==> src/rtl/id_ex_stage.sv <==
// ---------------------------------------------------------------------------
// id_ex_stage
//
// ID/EX pipeline register that feeds the execute-stage forwarding mux.
// It registers the decoded operands and precomputes the forwarding selects
// (00 = register file, 01 = EX/MEM, 10 = MEM/WB) one cycle ahead, so the
// execute mux needs no comparators. It also detects hazards that forwarding
// cannot cover, stalls IF/ID and inserts bubbles on a stall or a flush.
//
// Build option:
//   IDEX_FORWARD_EN  defined   -> forwarding selects are live, forw_on = 1,
//                                 stall only on load-use hazards.
//                    undefined -> selects stay 00, forw_on = 0, stall on any
//                                 RAW dependence on the EX or EX/MEM producer.
//
// Ports:
//   clk, rst_n                    clock, asynchronous active-low reset
//   id_valid, id_op               decode-stage instruction and opcode
//   id_rs1, id_rs2, id_rd         decode-stage register indices
//   id_data1, id_data2, id_sdata  decode-stage operands and store data
//   mem_valid, mem_regwrite,
//   mem_rd                        instruction currently in EX/MEM
//   ex_hold                       downstream busy, freeze this stage
//   flush                         redirect, kill the decode instruction
//   id_stall                      hold PC and IF/ID this cycle
//   forw_on                       enables forwarding in the execute mux
//   ex_*                          registered execute-stage fields
//   forwA, forwB                  registered forwarding selects
// ---------------------------------------------------------------------------
module id_ex_stage #(
    parameter int DATA_W = 32,
    parameter int REG_AW = 5
) (
    input  logic              clk,
    input  logic              rst_n,
    input  logic              id_valid,
    input  logic [6:0]        id_op,
    input  logic [REG_AW-1:0] id_rs1,
    input  logic [REG_AW-1:0] id_rs2,
    input  logic [REG_AW-1:0] id_rd,
    input  logic [DATA_W-1:0] id_data1,
    input  logic [DATA_W-1:0] id_data2,
    input  logic [DATA_W-1:0] id_sdata,
    input  logic              mem_valid,
    input  logic              mem_regwrite,
    input  logic [REG_AW-1:0] mem_rd,
    input  logic              ex_hold,
    input  logic              flush,
    output logic              id_stall,
    output logic              forw_on,
    output logic              ex_valid,
    output logic              ex_regwrite,
    output logic              ex_isload,
    output logic [6:0]        ex_op,
    output logic [REG_AW-1:0] ex_rs1,
    output logic [REG_AW-1:0] ex_rs2,
    output logic [REG_AW-1:0] ex_rd,
    output logic [DATA_W-1:0] ex_data1,
    output logic [DATA_W-1:0] ex_data2,
    output logic [DATA_W-1:0] ex_sdata,
    output logic [1:0]        forwA,
    output logic [1:0]        forwB
);

    // RV32I major opcodes (constant_def.vh encodings)
    localparam logic [6:0] OP_R_TYPE = 7'b0110011;
    localparam logic [6:0] OP_I_IMM  = 7'b0010011;
    localparam logic [6:0] OP_I_LOAD = 7'b0000011;
    localparam logic [6:0] OP_S_TYPE = 7'b0100011;
    localparam logic [6:0] OP_B_TYPE = 7'b1100011;
    localparam logic [6:0] OP_JAL    = 7'b1101111;
    localparam logic [6:0] OP_JALR   = 7'b1100111;
    localparam logic [6:0] OP_LUI    = 7'b0110111;
    localparam logic [6:0] OP_AUIPC  = 7'b0010111;

`ifdef IDEX_FORWARD_EN
    localparam logic FORWARD_ON = 1'b1;
`else
    localparam logic FORWARD_ON = 1'b0;
`endif

    logic              exValid_q,    exValid_d;
    logic              exRegwrite_q, exRegwrite_d;
    logic              exIsload_q,   exIsload_d;
    logic [6:0]        exOp_q,       exOp_d;
    logic [REG_AW-1:0] exRs1_q,      exRs1_d;
    logic [REG_AW-1:0] exRs2_q,      exRs2_d;
    logic [REG_AW-1:0] exRd_q,       exRd_d;
    logic [DATA_W-1:0] exData1_q,    exData1_d;
    logic [DATA_W-1:0] exData2_q,    exData2_d;
    logic [DATA_W-1:0] exSdata_q,    exSdata_d;
    logic [1:0]        forwA_q,      forwA_d;
    logic [1:0]        forwB_q,      forwB_d;

    logic       useRs1;
    logic       useRs2;
    logic       idRegwrite;
    logic       idIsload;
    logic       exHit1;
    logic       exHit2;
    logic       memHit1;
    logic       memHit2;
    logic       hazard;
    logic       stall;
    logic [1:0] selA;
    logic [1:0] selB;

    // Decode which source operands the ID instruction actually reads and
    // whether it produces a register result.
    always_comb begin
        useRs1     = !((id_op == OP_JAL) || (id_op == OP_LUI) || (id_op == OP_AUIPC));
        useRs2     = (id_op == OP_R_TYPE) || (id_op == OP_S_TYPE) || (id_op == OP_B_TYPE);
        idRegwrite = id_valid && ((id_op == OP_R_TYPE) || (id_op == OP_I_IMM) ||
                                  (id_op == OP_I_LOAD) || (id_op == OP_JAL)   ||
                                  (id_op == OP_JALR)   || (id_op == OP_LUI)   ||
                                  (id_op == OP_AUIPC));
        idIsload   = id_valid && (id_op == OP_I_LOAD);
    end

    // Dependence detection against the two older producers. The instruction
    // now in EX will sit in EX/MEM once the ID instruction reaches EX, and
    // the EX/MEM one will sit in MEM/WB, hence the 01/10 encoding.
    always_comb begin
        exHit1  = useRs1 && (id_rs1 != '0) && exValid_q && exRegwrite_q && (exRd_q == id_rs1);
        exHit2  = useRs2 && (id_rs2 != '0) && exValid_q && exRegwrite_q && (exRd_q == id_rs2);
        memHit1 = useRs1 && (id_rs1 != '0) && mem_valid && mem_regwrite && (mem_rd == id_rs1);
        memHit2 = useRs2 && (id_rs2 != '0) && mem_valid && mem_regwrite && (mem_rd == id_rs2);
`ifdef IDEX_FORWARD_EN
        // Only a load in EX cannot be forwarded in time; everything else is
        // picked up by the mux, with the younger (EX) producer winning.
        hazard = id_valid && exValid_q && exIsload_q && (exRd_q != '0) &&
                 ((useRs1 && (exRd_q == id_rs1)) || (useRs2 && (exRd_q == id_rs2)));
        selA   = exHit1 ? 2'b01 : (memHit1 ? 2'b10 : 2'b00);
        selB   = exHit2 ? 2'b01 : (memHit2 ? 2'b10 : 2'b00);
`else
        // Without forwarding the consumer must wait until the producer has
        // left EX/MEM and the register file holds the result.
        hazard = id_valid && (exHit1 || exHit2 || memHit1 || memHit2);
        selA   = 2'b00;
        selB   = 2'b00;
`endif
    end

    // Next-state selection: a downstream hold freezes everything (a pending
    // flush is retried later), a flush beats a hazard, and both a flush and
    // a hazard replace the stage contents with a bubble.
    always_comb begin
        exValid_d    = exValid_q;
        exRegwrite_d = exRegwrite_q;
        exIsload_d   = exIsload_q;
        exOp_d       = exOp_q;
        exRs1_d      = exRs1_q;
        exRs2_d      = exRs2_q;
        exRd_d       = exRd_q;
        exData1_d    = exData1_q;
        exData2_d    = exData2_q;
        exSdata_d    = exSdata_q;
        forwA_d      = forwA_q;
        forwB_d      = forwB_q;
        stall        = 1'b0;

        if (ex_hold) begin
            stall = 1'b1;
        end else if (flush || hazard) begin
            stall        = !flush;
            exValid_d    = 1'b0;
            exRegwrite_d = 1'b0;
            exIsload_d   = 1'b0;
            exOp_d       = '0;
            exRs1_d      = '0;
            exRs2_d      = '0;
            exRd_d       = '0;
            exData1_d    = '0;
            exData2_d    = '0;
            exSdata_d    = '0;
            forwA_d      = 2'b00;
            forwB_d      = 2'b00;
        end else begin
            exValid_d    = id_valid;
            exRegwrite_d = idRegwrite;
            exIsload_d   = idIsload;
            exOp_d       = id_op;
            exRs1_d      = id_rs1;
            exRs2_d      = id_rs2;
            exRd_d       = id_rd;
            exData1_d    = id_data1;
            exData2_d    = id_data2;
            exSdata_d    = id_sdata;
            forwA_d      = selA;
            forwB_d      = selB;
        end
    end

    // Stage register with asynchronous clear.
    always_ff @(posedge clk or negedge rst_n) begin
        if (!rst_n) begin
            exValid_q    <= 1'b0;
            exRegwrite_q <= 1'b0;
            exIsload_q   <= 1'b0;
            exOp_q       <= '0;
            exRs1_q      <= '0;
            exRs2_q      <= '0;
            exRd_q       <= '0;
            exData1_q    <= '0;
            exData2_q    <= '0;
            exSdata_q    <= '0;
            forwA_q      <= 2'b00;
            forwB_q      <= 2'b00;
        end else begin
            exValid_q    <= exValid_d;
            exRegwrite_q <= exRegwrite_d;
            exIsload_q   <= exIsload_d;
            exOp_q       <= exOp_d;
            exRs1_q      <= exRs1_d;
            exRs2_q      <= exRs2_d;
            exRd_q       <= exRd_d;
            exData1_q    <= exData1_d;
            exData2_q    <= exData2_d;
            exSdata_q    <= exSdata_d;
            forwA_q      <= forwA_d;
            forwB_q      <= forwB_d;
        end
    end

    assign id_stall    = stall;
    assign forw_on     = FORWARD_ON;
    assign ex_valid    = exValid_q;
    assign ex_regwrite = exRegwrite_q;
    assign ex_isload   = exIsload_q;
    assign ex_op       = exOp_q;
    assign ex_rs1      = exRs1_q;
    assign ex_rs2      = exRs2_q;
    assign ex_rd       = exRd_q;
    assign ex_data1    = exData1_q;
    assign ex_data2    = exData2_q;
    assign ex_sdata    = exSdata_q;
    assign forwA       = forwA_q;
    assign forwB       = forwB_q;

endmodule

==> config.mk <==
export PLATFORM = sky130hd
export DESIGN_NAME = id_ex_stage
export DESIGN_NICKNAME = d
export VERILOG_FILES = /design/src/rtl/id_ex_stage.sv
export SDC_FILE = /design/constraint.sdc
export NUM_CORES = 1
export LEC_CHECK = 0
export BUFFER_PORTS_ARGS = -buffer_cell sky130_fd_sc_hd__buf_2
export CAP_MARGIN = 5
export CORE_ASPECT_RATIO = 1.5
export CORE_MARGIN = 5
export CORE_UTILIZATION = 48
export CTS_CLUSTER_DIAMETER = 150
export DETAILED_ROUTE_END_ITERATION = 8
export PLACE_DENSITY = 0.85
export SLEW_MARGIN = 25
export SYNTH_ARGS = -nofsm -noshare
export SYNTH_HDL_FRONTEND = slang
export SYNTH_SLANG_ARGS = --single-unit
==> constraint.sdc <==
create_clock -name clk -period 4.4 [get_ports clk]
set_input_delay 1.1 -clock clk [delete_from_list [all_inputs] [get_ports clk]]
set_output_delay 1.1 -clock clk [all_outputs]
set_load 0.01 [all_outputs]
==> flow_metrics.py, run 1 <==
metrics = {
    "worst_setup_path": {
        "cp_data_arrival_time_ns": 2.68,
        "start_kind": "input port",
        "cp_max_fo": 4,
        "crit_top_cell": "buf_2",
        "required_ns": 3.30,
        "end_kind": "primary output",
        "crit_type": "input port to primary output",
        "crit_chain": "buf_2 -> or4_1 -> o211ai_2 -> inv_1 -> a22oi_1 -> o31ai_1 -> buf_2",
        "slowest_delay_ns": 0.57,
        "cpMaxStageDelayCell": "or4_1",
    },
    "yosys": {
        "synth-edff-count": 0,
        "synth_top_cell_area_share": 0.641,
        "yosys_warnings": 0,
        "avgSynthCellArea_um2": 14.1,
        "yosysSeqAreaShare": 0.641,
        "synthTopCellsByCount": "dfrtp_1, a22o_1, xnor2_1",
        "yosysUniqueCellTypes": 27,
        "ys.flop_type": "dfrtp_1",
        "synth_top_area_cell": "dfrtp_1",
        "netlist_instances": 335,
        "synth_seq_cells": 121,
        "synth.most_common_cell": "dfrtp_1",
        "synthArstFlopShare": 1.00,
        "synth_area_leaders": "dfrtp_1, a22o_1, xnor2_1, buf_4, clkbuf_1",
        "netlist_area_um2": 4720,
    },
    "sta": {
        "min_period_over_period": 0.858,
        "maxSlewViolCount": 0,
        "relSlewSlack": 0.410,
        "final-hold-violation-count": 0,
        "worst_slack_ns": 0.625,
        "min_period_ns": 3.78,
        "fin_skew_ns": 0.0107,
        "clock.fmax_mhz": 265,
        "finalSetupViolCount": 0,
        "worstMarginPinSlew_ns": 0.885,
        "setup-tns-final_ns": 0,
        "grt_setup_unrepaired": "false",
    },
    "final_layout": {
        "final_cells": 710,
        "syn_to_final_growth_pct": 39.7,
        "fill_cells": 702,
        "multi_input_area_um2": 1500,
        "nNetsFinal": 713,
        "antenna_cells": 0,
        "seq_area_um2": 3030,
        "drive_above_1_share": 0.487,
    },
    "detailed_routing": {
        "drcViolationCount": 0,
        "dr.pass1.iters": 4,
        "first_iter_violations": 229,
        "ant_nets": 0,
        "num_vias": 3970,
        "drt-vias-per-instance": 5.59,
        "wl_per_cell_um": 19.8,
        "drt_wl_total_um": 14000,
    },
    "floorplanning": {
        "ioPinCount": 257,
        "core_um2": 9630,
        "num_rows": 44,
        "die_x_um": 91.0,
        "die_h_um": 131,
        "die_area_um2": 12000,
        "initial_core_util": 0.490,
    },
    "grt": {
        "grt_usage": 0.234,
        "grt_max_degree": 119,
        "grt.overflow.total": 0,
        "grt_pass1_vias": 4247,
        "grt_pass1_wl_um": 22300,
        "antenna_found_initial": 0,
    },
    "run": {
        "drv_cap": 0,
    },
    "placed_design": {
        "place_hpwl_um": 10100,
        "io_buffers": 251,
        "dp_cells": 679,
        "gp_routability_congestion": 0.892,
        "place_ws_ns": 0.651,
    },
    "cts": {
        "clock_latency_ns": 0.40,
        "path_clk_slew_ns": 0.06,
        "cts_made_buffers": 17,
        "clockBufferDepth": 2,
        "cts_max_level": 4,
        "cts_resized": 0,
        "clock-root-buffer": "clkbuf_16",
        "cts_hold_buf": 0,
        "cts_tree": "yes",
        "clock_sinks": 121,
        "postCtsSetupBuffers": 0,
    },
    "status": {
        "status": "completed",
    },
    "pwr": {
        "leakage_nw": 3.58,
        "ir_drop_v": 0.000341,
        "p_per_area_nw_per_um2": 461,
    },
    "hold_path": {
        "min_path_type": "register to register",
    },
}
sequential cells by signal, indices dropped and copies added (netlist names):
signal,cells
ex_regwrite,1
ex_sdata,32
ex_op,7
ex_rd,5
ex_rs2,5
ex_data1,32
ex_rs1,5
ex_isload,1
ex_valid,1
ex_data2,32
final cells by class:
type                            instances  area share
Multi-Input combinational cell        183       0.227
Inverter                                3     0.00171
Timing Repair Buffer                  257       0.199
Tap cell                              115      0.0218
Clock buffer                           18      0.0650
Clock inverter                         13      0.0262
Sequential cell                       121       0.459
report_power, final:
group / internal [mW] / switching [mW] / total, mW
clock network: 0.894 / 0.501 / 1.40
registers: 1.20 / 0.0551 / 1.25
logic: 0.185 / 0.206 / 0.391
worst paths after layout:
kind / cells past startpoint / slack (ns) / start / endpoint
min in group asynchronous: 1 / 0.78 / rst_n / ex_data1[30]$_DFFE_PN0N_
setup / recovery: 7 / 0.62 / id_rs2[1] / id_stall
hold reg to reg: 1 / 0.50 / ex_data1[14]$_DFFE_PN0N_ / ex_data1[14]$_DFFE_PN0N_
max in group asynchronous: 2 / 2.85 / rst_n / ex_data2[19]$_DFFE_PN0N_
setup reg to reg: 6 / 2.23 / ex_rd[2]$_DFFE_PN0N_ / ex_data2[18]$_DFFE_PN0N_
hold / removal: 1 / 0.50 / ex_data1[14]$_DFFE_PN0N_ / ex_data1[14]$_DFFE_PN0N_
critical path, delay by kind of cell:
kind / cells / cell delay, ns
buffers and inverters: 3 / 0.36
AOI/OAI and AO/OA: 3 / 0.65
and+or+nand+nor: 1 / 0.57
layout by cell type, fill, tap and decap left out, drive strengths merged, types with 3 or more instances in the layout:
cell      Yosys  routed
nor2          6       6
clkinvlp      0       3
clkbuf       14      18
conb          1       5
dfrtp       121     121
clkinv        0       5
nor3          3       3
bufinv        0       3
xnor2        20      20
buf          18     257
nand3         5       5
inv           3       5
a22o        120     120
nand4         5       5
cell families (layout without fill, tap and decap cells):
kind of cell | Yosys count | count (layout) | synth area share
flip-flops | 121 | 121 | 0.641
XOR/XNOR | 20 | 20 | 0.0371
AO/OA/AOI/OAI | 131 | 131 | 0.241
other | 1 | 5 | 0.000794
AND/OR/NAND/NOR | 27 | 27 | 0.0329
buffers and inverters | 35 | 291 | 0.0469
metrics by stage:
stage               total power [mW]   util  area, um2  hold WS, ns
detailed placement              1.66  0.622       5990        0.492
CTS                             3.07  0.684       6590        0.506
global route                    3.17  0.685       6600        0.516
global placement                1.65  0.622       5990        0.487
floorplan                       1.45      -       4740        0.546
finish                          3.04  0.685       6600        0.501
layer usage:
layer	track usage	vias to the layer above	wire length, um	share of wire
met5	0	-	0	0
met4	0.103	0	335	0.024
met3	0.0641	31	980	0.070
met2	0.416	178	7760	0.55
met1	0.256	1987	4950	0.35
li1	-	1774	-	-
(Power assumes the default switching activity.)
==> run 2: changes to the inputs <==
Settings changed: CORE_UTILIZATION 48 to 40, PLACE_DENSITY 0.85 to 0.76.
Clock period 4.4 ns to 3.3 ns, I/O delays scaled along.
==> flow_metrics.py, run 2 (synthesized netlist as in run 1, its figures left out) <==
metrics = {
    "detailed_routing": {
        "drt-vias-per-instance": 5.32,
        "drcViolationCount": 0,
        "first_iter_violations": 128,
        "wl_met2_um": 7250,
        "drt_wl_total_um": 13800,
        "dr.pass1.iters": 4,
        "wl_per_cell_um": 18.4,
        "num_vias": 3977,
        "route.met3.wl_um": 1040,
        "dr.max_layer_used": "met4",
        "wl_met1_um": 5040,
        "ant_nets": 0,
    },
    "grt": {
        "grt_pass1_vias": 4198,
        "grt.overflow.total": 0,
        "grt_pass1_wl_um": 21400,
        "grt_max_degree": 67,
        "grt_usage": 0.190,
        "antenna_found_initial": 0,
    },
    "cts": {
        "clock_latency_ns": 0.40,
        "cts_made_buffers": 17,
        "cts_resized": 0,
        "clock-root-buffer": "clkbuf_16",
        "cts_max_level": 4,
        "clockBufferDepth": 2,
        "clock_sinks": 121,
        "path_clk_slew_ns": 0.06,
        "cts_tree": "yes",
        "postCtsSetupBuffers": 0,
        "cts_hold_buf": 0,
    },
    "sta": {
        "relSlewSlack": 0.600,
        "clock.fmax_mhz": 324,
        "finalSetupViolCount": 0,
        "setup-tns-final_ns": 0,
        "fin_skew_ns": 0.0128,
        "final-hold-violation-count": 0,
        "min_period_over_period": 0.936,
        "min_period_ns": 3.09,
        "worstMarginPinSlew_ns": 0.599,
        "grt_setup_unrepaired": "false",
        "maxSlewViolCount": 0,
    },
    "final_layout": {
        "antenna_cells": 0,
        "final_cells": 748,
        "nNetsFinal": 715,
        "final_common_cell": "buf_2",
        "final_util": 0.581,
        "final_cell_mix": "buf_2, dfrtp_1, a22o_1",
        "syn_to_final_growth_pct": 41.9,
        "stdcell_area_um2": 6700,
        "drive_above_1_share": 0.490,
        "fill_cells": 991,
    },
    "placed_design": {
        "gp_routability_congestion": 0.894,
        "io_buffers": 251,
        "placed_cell_area_um2": 6070,
        "place_hpwl_um": 10400,
        "dp_cells": 716,
    },
    "floorplanning": {
        "initial_core_util": 0.410,
        "die_area_um2": 14100,
        "num_rows": 48,
        "core_um2": 11500,
        "die_x_um": 98.7,
        "ioPinCount": 257,
        "die_h_um": 143,
    },
    "pwr": {
        "clkPwrFrac": 0.470,
        "intPower_mw": 3.15,
        "p_seq_frac": 0.403,
        "net-switching-power_mw": 0.990,
        "switching_share": 0.239,
        "p_comb_frac": 0.127,
        "ir_drop_v": 0.000382,
        "p_total_mw": 4.14,
        "leakage_nw": 3.61,
        "p_per_area_nw_per_um2": 618,
    },
    "hold_path": {
        "min_path_type": "input port to async pin",
    },
    "run": {
        "drv_cap": 0,
    },
    "worst_setup_path": {
        "required_ns": 2.47,
        "end_kind": "primary output",
        "cp_max_fo": 4,
        "cp_data_arrival_time_ns": 2.27,
        "start_kind": "input port",
        "crit_type": "input port to primary output",
    },
    "status": {
        "status": "completed",
    },
}
==> run 2: routing by layer <==
| metal | GRT usage | up-vias |
|---|---|---|
| li1 | - | 1775 |
| met1 | 0.216 | 1975 |
| met2 | 0.323 | 191 |
| met3 | 0.0582 | 36 |
| met4 | 0.0971 | 0 |
| met5 | 0 | - |
==> run 2: power by group through the flow <==
stage / clock, mW / combinational, mW / sequential [mW]
final: 1.95 / 0.525 / 1.67
after global routing: 2.06 / 0.570 / 1.68
after CTS: 1.98 / 0.534 / 1.67
after detailed placement: 0 / 0.532 / 1.69
after global placement: 0 / 0.519 / 1.69
after floorplan: 0 / 0.195 / 1.74
==> run 2: path summary, 6_finish.rpt <==
kind | startpoint | to | slack (ns) | cells after the start
min in group clk | ex_isload$_DFFE_PN0N_ | ex_isload$_DFFE_PN0N_ | 0.50 | 1
hold / removal | rst_n | ex_data1[21]$_DFFE_PN0N_ | 0.36 | 1
setup reg to reg | ex_rd[4]$_DFFE_PN0N_ | ex_data2[9]$_DFFE_PN0N_ | 1.27 | 6
max in group asynchronous | rst_n | ex_op[2]$_DFFE_PN0N_ | 2.23 | 2
setup / recovery | id_rs2[1] | id_stall | 0.21 | 7
hold reg to reg | ex_isload$_DFFE_PN0N_ | ex_isload$_DFFE_PN0N_ | 0.50 | 1
==> run 2: cell type report <==
cell class	count	area, um2	area share
Timing Repair Buffer	259	1350	0.201
Multi-Input combinational cell	183	1500	0.224
Clock inverter	12	173	0.0258
Tap cell	150	188	0.0280
Inverter	3	11.3	0.00168
Clock buffer	20	457	0.0681
Sequential cell	121	3030	0.452
==> run 2: worst max-delay path, stage by stage <==
cell	delay, ns
buf_2	0.13
or4_1	0.58
o211ai_2	0.19
inv_1	0.06
a22oi_1	0.24
o31ai_1	0.09
buf_2	0.15
==> run 2: per-stage QoR <==
stage,setup WS (ns),hold slack [ns]
final,0.210,0.359
after global routing,0.125,0.383
after CTS,0.247,0.360
after detailed placement,0.248,0.492
after global placement,0.264,0.487
after floorplan,0.490,0.529
==> run 3: changes to the inputs <==
Settings changed: ABC_AREA set to 1, CORE_UTILIZATION 40 to 42.
==> flow_metrics.py, run 3 <==
metrics = {
    "yosys": {
        "synth_area_leaders": "dfrtp_1, nand2_1, o21ai_0, o21ai_2, clkbuf_1",
        "synthTopCellsByCount": "nand2_1, dfrtp_1, o21ai_0",
        "synth-compound-area-share": 0.132,
        "avgSynthCellArea_um2": 8.30,
        "yosys_warnings": 0,
        "yosysUniqueCellTypes": 26,
        "muxShareOfSynthArea": 0,
        "synth_xor_area_frac": 0.0130,
        "ys.flop_type": "dfrtp_1",
        "synth_seq_cells": 121,
        "yosysSeqAreaShare": 0.562,
        "synth.most_common_cell": "nand2_1",
        "synth_top_cell_area_share": 0.562,
        "synth_top_family_by_area": "simple AND/OR/NAND/NOR gates",
        "synth_top_area_cell": "dfrtp_1",
        "synthSimpleGateAreaFrac": 0.232,
        "synthAdderAreaFrac": 0,
        "netlist_area_um2": 5390,
        "synth-edff-count": 0,
        "netlist_instances": 649,
        "synthArstFlopShare": 1.00,
    },
    "sta": {
        "fin_skew_ns": 0.0133,
        "grt_setup_unrepaired": "false",
        "min_period_over_period": 0.860,
        "maxSlewViolCount": 0,
        "finalSetupViolCount": 0,
        "clock.fmax_mhz": 352,
        "relSlewSlack": 0.545,
        "min_period_ns": 2.84,
        "setup-tns-final_ns": 0,
        "worstMarginPinSlew_ns": 0.682,
        "final-hold-violation-count": 0,
    },
    "placed_design": {
        "gp_routability_congestion": 0.912,
        "io_buffers": 251,
        "place_hpwl_um": 11700,
    },
    "cts": {
        "cts_made_buffers": 17,
        "clockBufferDepth": 2,
        "cts_resized": 0,
        "path_clk_slew_ns": 0.06,
        "clock_latency_ns": 0.41,
        "cts_max_level": 4,
        "postCtsSetupBuffers": 0,
        "clock-root-buffer": "clkbuf_16",
        "clock_sinks": 121,
        "cts_tree": "yes",
        "cts_hold_buf": 0,
    },
    "pwr": {
        "leakage_nw": 4.00,
        "p_per_area_nw_per_um2": 550,
        "p_total_mw": 4.02,
        "ir_drop_v": 0.000318,
    },
    "detailed_routing": {
        "ant_nets": 0,
        "dr.pass1.iters": 5,
        "drt_wl_total_um": 16300,
        "drt-vias-per-instance": 4.82,
        "wl_per_cell_um": 15.5,
        "num_vias": 5086,
        "drcViolationCount": 0,
        "first_iter_violations": 262,
    },
    "floorplanning": {
        "die_h_um": 149,
        "die_x_um": 102,
        "core_um2": 12500,
        "num_rows": 50,
        "initial_core_util": 0.431,
        "ioPinCount": 257,
        "die_area_um2": 15200,
    },
    "grt": {
        "grt_max_degree": 119,
        "grt_pass1_vias": 5011,
        "grtUsageMet1": 0.255,
        "antenna_found_initial": 0,
        "grt.overflow.total": 0,
        "grt_use_met2": 0.357,
        "grt_pass1_wl_um": 25300,
        "grt_usage": 0.213,
        "top_usage_layer": "met2",
        "use_met3": 0.0554,
    },
    "final_layout": {
        "final_cell_mix": "nand2_1, buf_2, dfrtp_1",
        "final_common_cell": "nand2_1",
        "seq_area_um2": 3030,
        "syn_to_final_growth_pct": 35.6,
        "fill_cells": 1208,
        "nNetsFinal": 1016,
        "antenna_cells": 0,
        "drive_above_1_share": 0.348,
        "multi_input_area_um2": 2050,
    },
    "worst_setup_path": {
        "required_ns": 2.47,
        "end_kind": "primary output",
        "crit_start": "id_op[2]",
        "rr_startpoint": "ex_rd[3]$_DFFE_PN0N_",
        "r2r_slack_ns": 1.24,
        "cp_max_fo": 5,
        "crit_type": "input port to primary output",
        "start_kind": "input port",
        "cp_data_arrival_time_ns": 2.01,
    },
    "status": {
        "status": "completed",
    },
    "run": {
        "drv_cap": 0,
    },
    "hold_path": {
        "min_path_type": "input port to async pin",
    },
}
-- run 3: where the power goes --
part	switching, mW	internal (mW)
Clock	0.675	1.12
Sequential	0.0647	1.60
Combinational	0.342	0.222
-- run 3: final cells by class --
cell class / count / area share
sequential: 121 / 0.415
multi-input combinational: 462 / 0.281
timing repair buffer: 258 / 0.185
clock buffer: 19 / 0.0593
tap: 156 / 0.0267
clock inverter: 13 / 0.0199
inverter: 26 / 0.0135
-- run 3: worst max-delay path: stages --
cell and delay [ns]:
buf_2 0.12, inv_1 0.05, nand2_1 0.04, nor2_1 0.12
nand2_1 0.10, nor2_2 0.11, nand3_1 0.09, nand2_1 0.07
nand2_1 0.05, nand2_2 0.08, nand2_4 0.07, o21ai_0 0.14
buf_2 0.15
-- run 3: cell families after synthesis --
| kind of cell | Yosys count |
|---|---|
| flops | 121 |
| compound gates | 127 |
| other cells | 1 |
| simple gates | 322 |
| xor+xnor | 8 |
| buf+inv | 70 |
-- run 3: stage by stage --
| stage | cells | hold WS, ns | cell area, um2 | setup WS, ns | util |
|---|---|---|---|---|---|
| 2_1_floorplan | 653 | 0.516 | 5400 | 0.711 | - |
| 3_5_place_dp | 1023 | 0.462 | 6730 | 0.459 | 0.538 |
| 5_1_grt | 1055 | 0.441 | 7300 | 0.312 | 0.584 |
| 3_3_place_gp | 1023 | 0.459 | 6730 | 0.485 | 0.538 |
| 6_report | 1055 | 0.405 | 7300 | 0.461 | 0.584 |
| 4_1_cts | 1055 | 0.423 | 7300 | 0.459 | 0.584 |
-- run 3: worst paths after layout --
path	cells past startpoint	end
max	13	id_stall
min	1	ex_sdata[31]$_DFFE_PN0N_
max reg2reg	13	ex_data1[5]$_DFFE_PN0N_
min reg2reg	2	ex_data2[12]$_DFFE_PN0N_
max in group asynchronous	2	ex_sdata[17]$_DFFE_PN0N_
min in group clk	2	ex_data2[12]$_DFFE_PN0N_
-- run 3: metal layers --
layer | vias up | routed length [um] | part of all wire
met5 | - | 0 | 0
met3 | 40 | 1160 | 0.071
met4 | 0 | 525 | 0.032
met2 | 194 | 8430 | 0.52
met1 | 2337 | 6210 | 0.38
li1 | 2515 | - | -
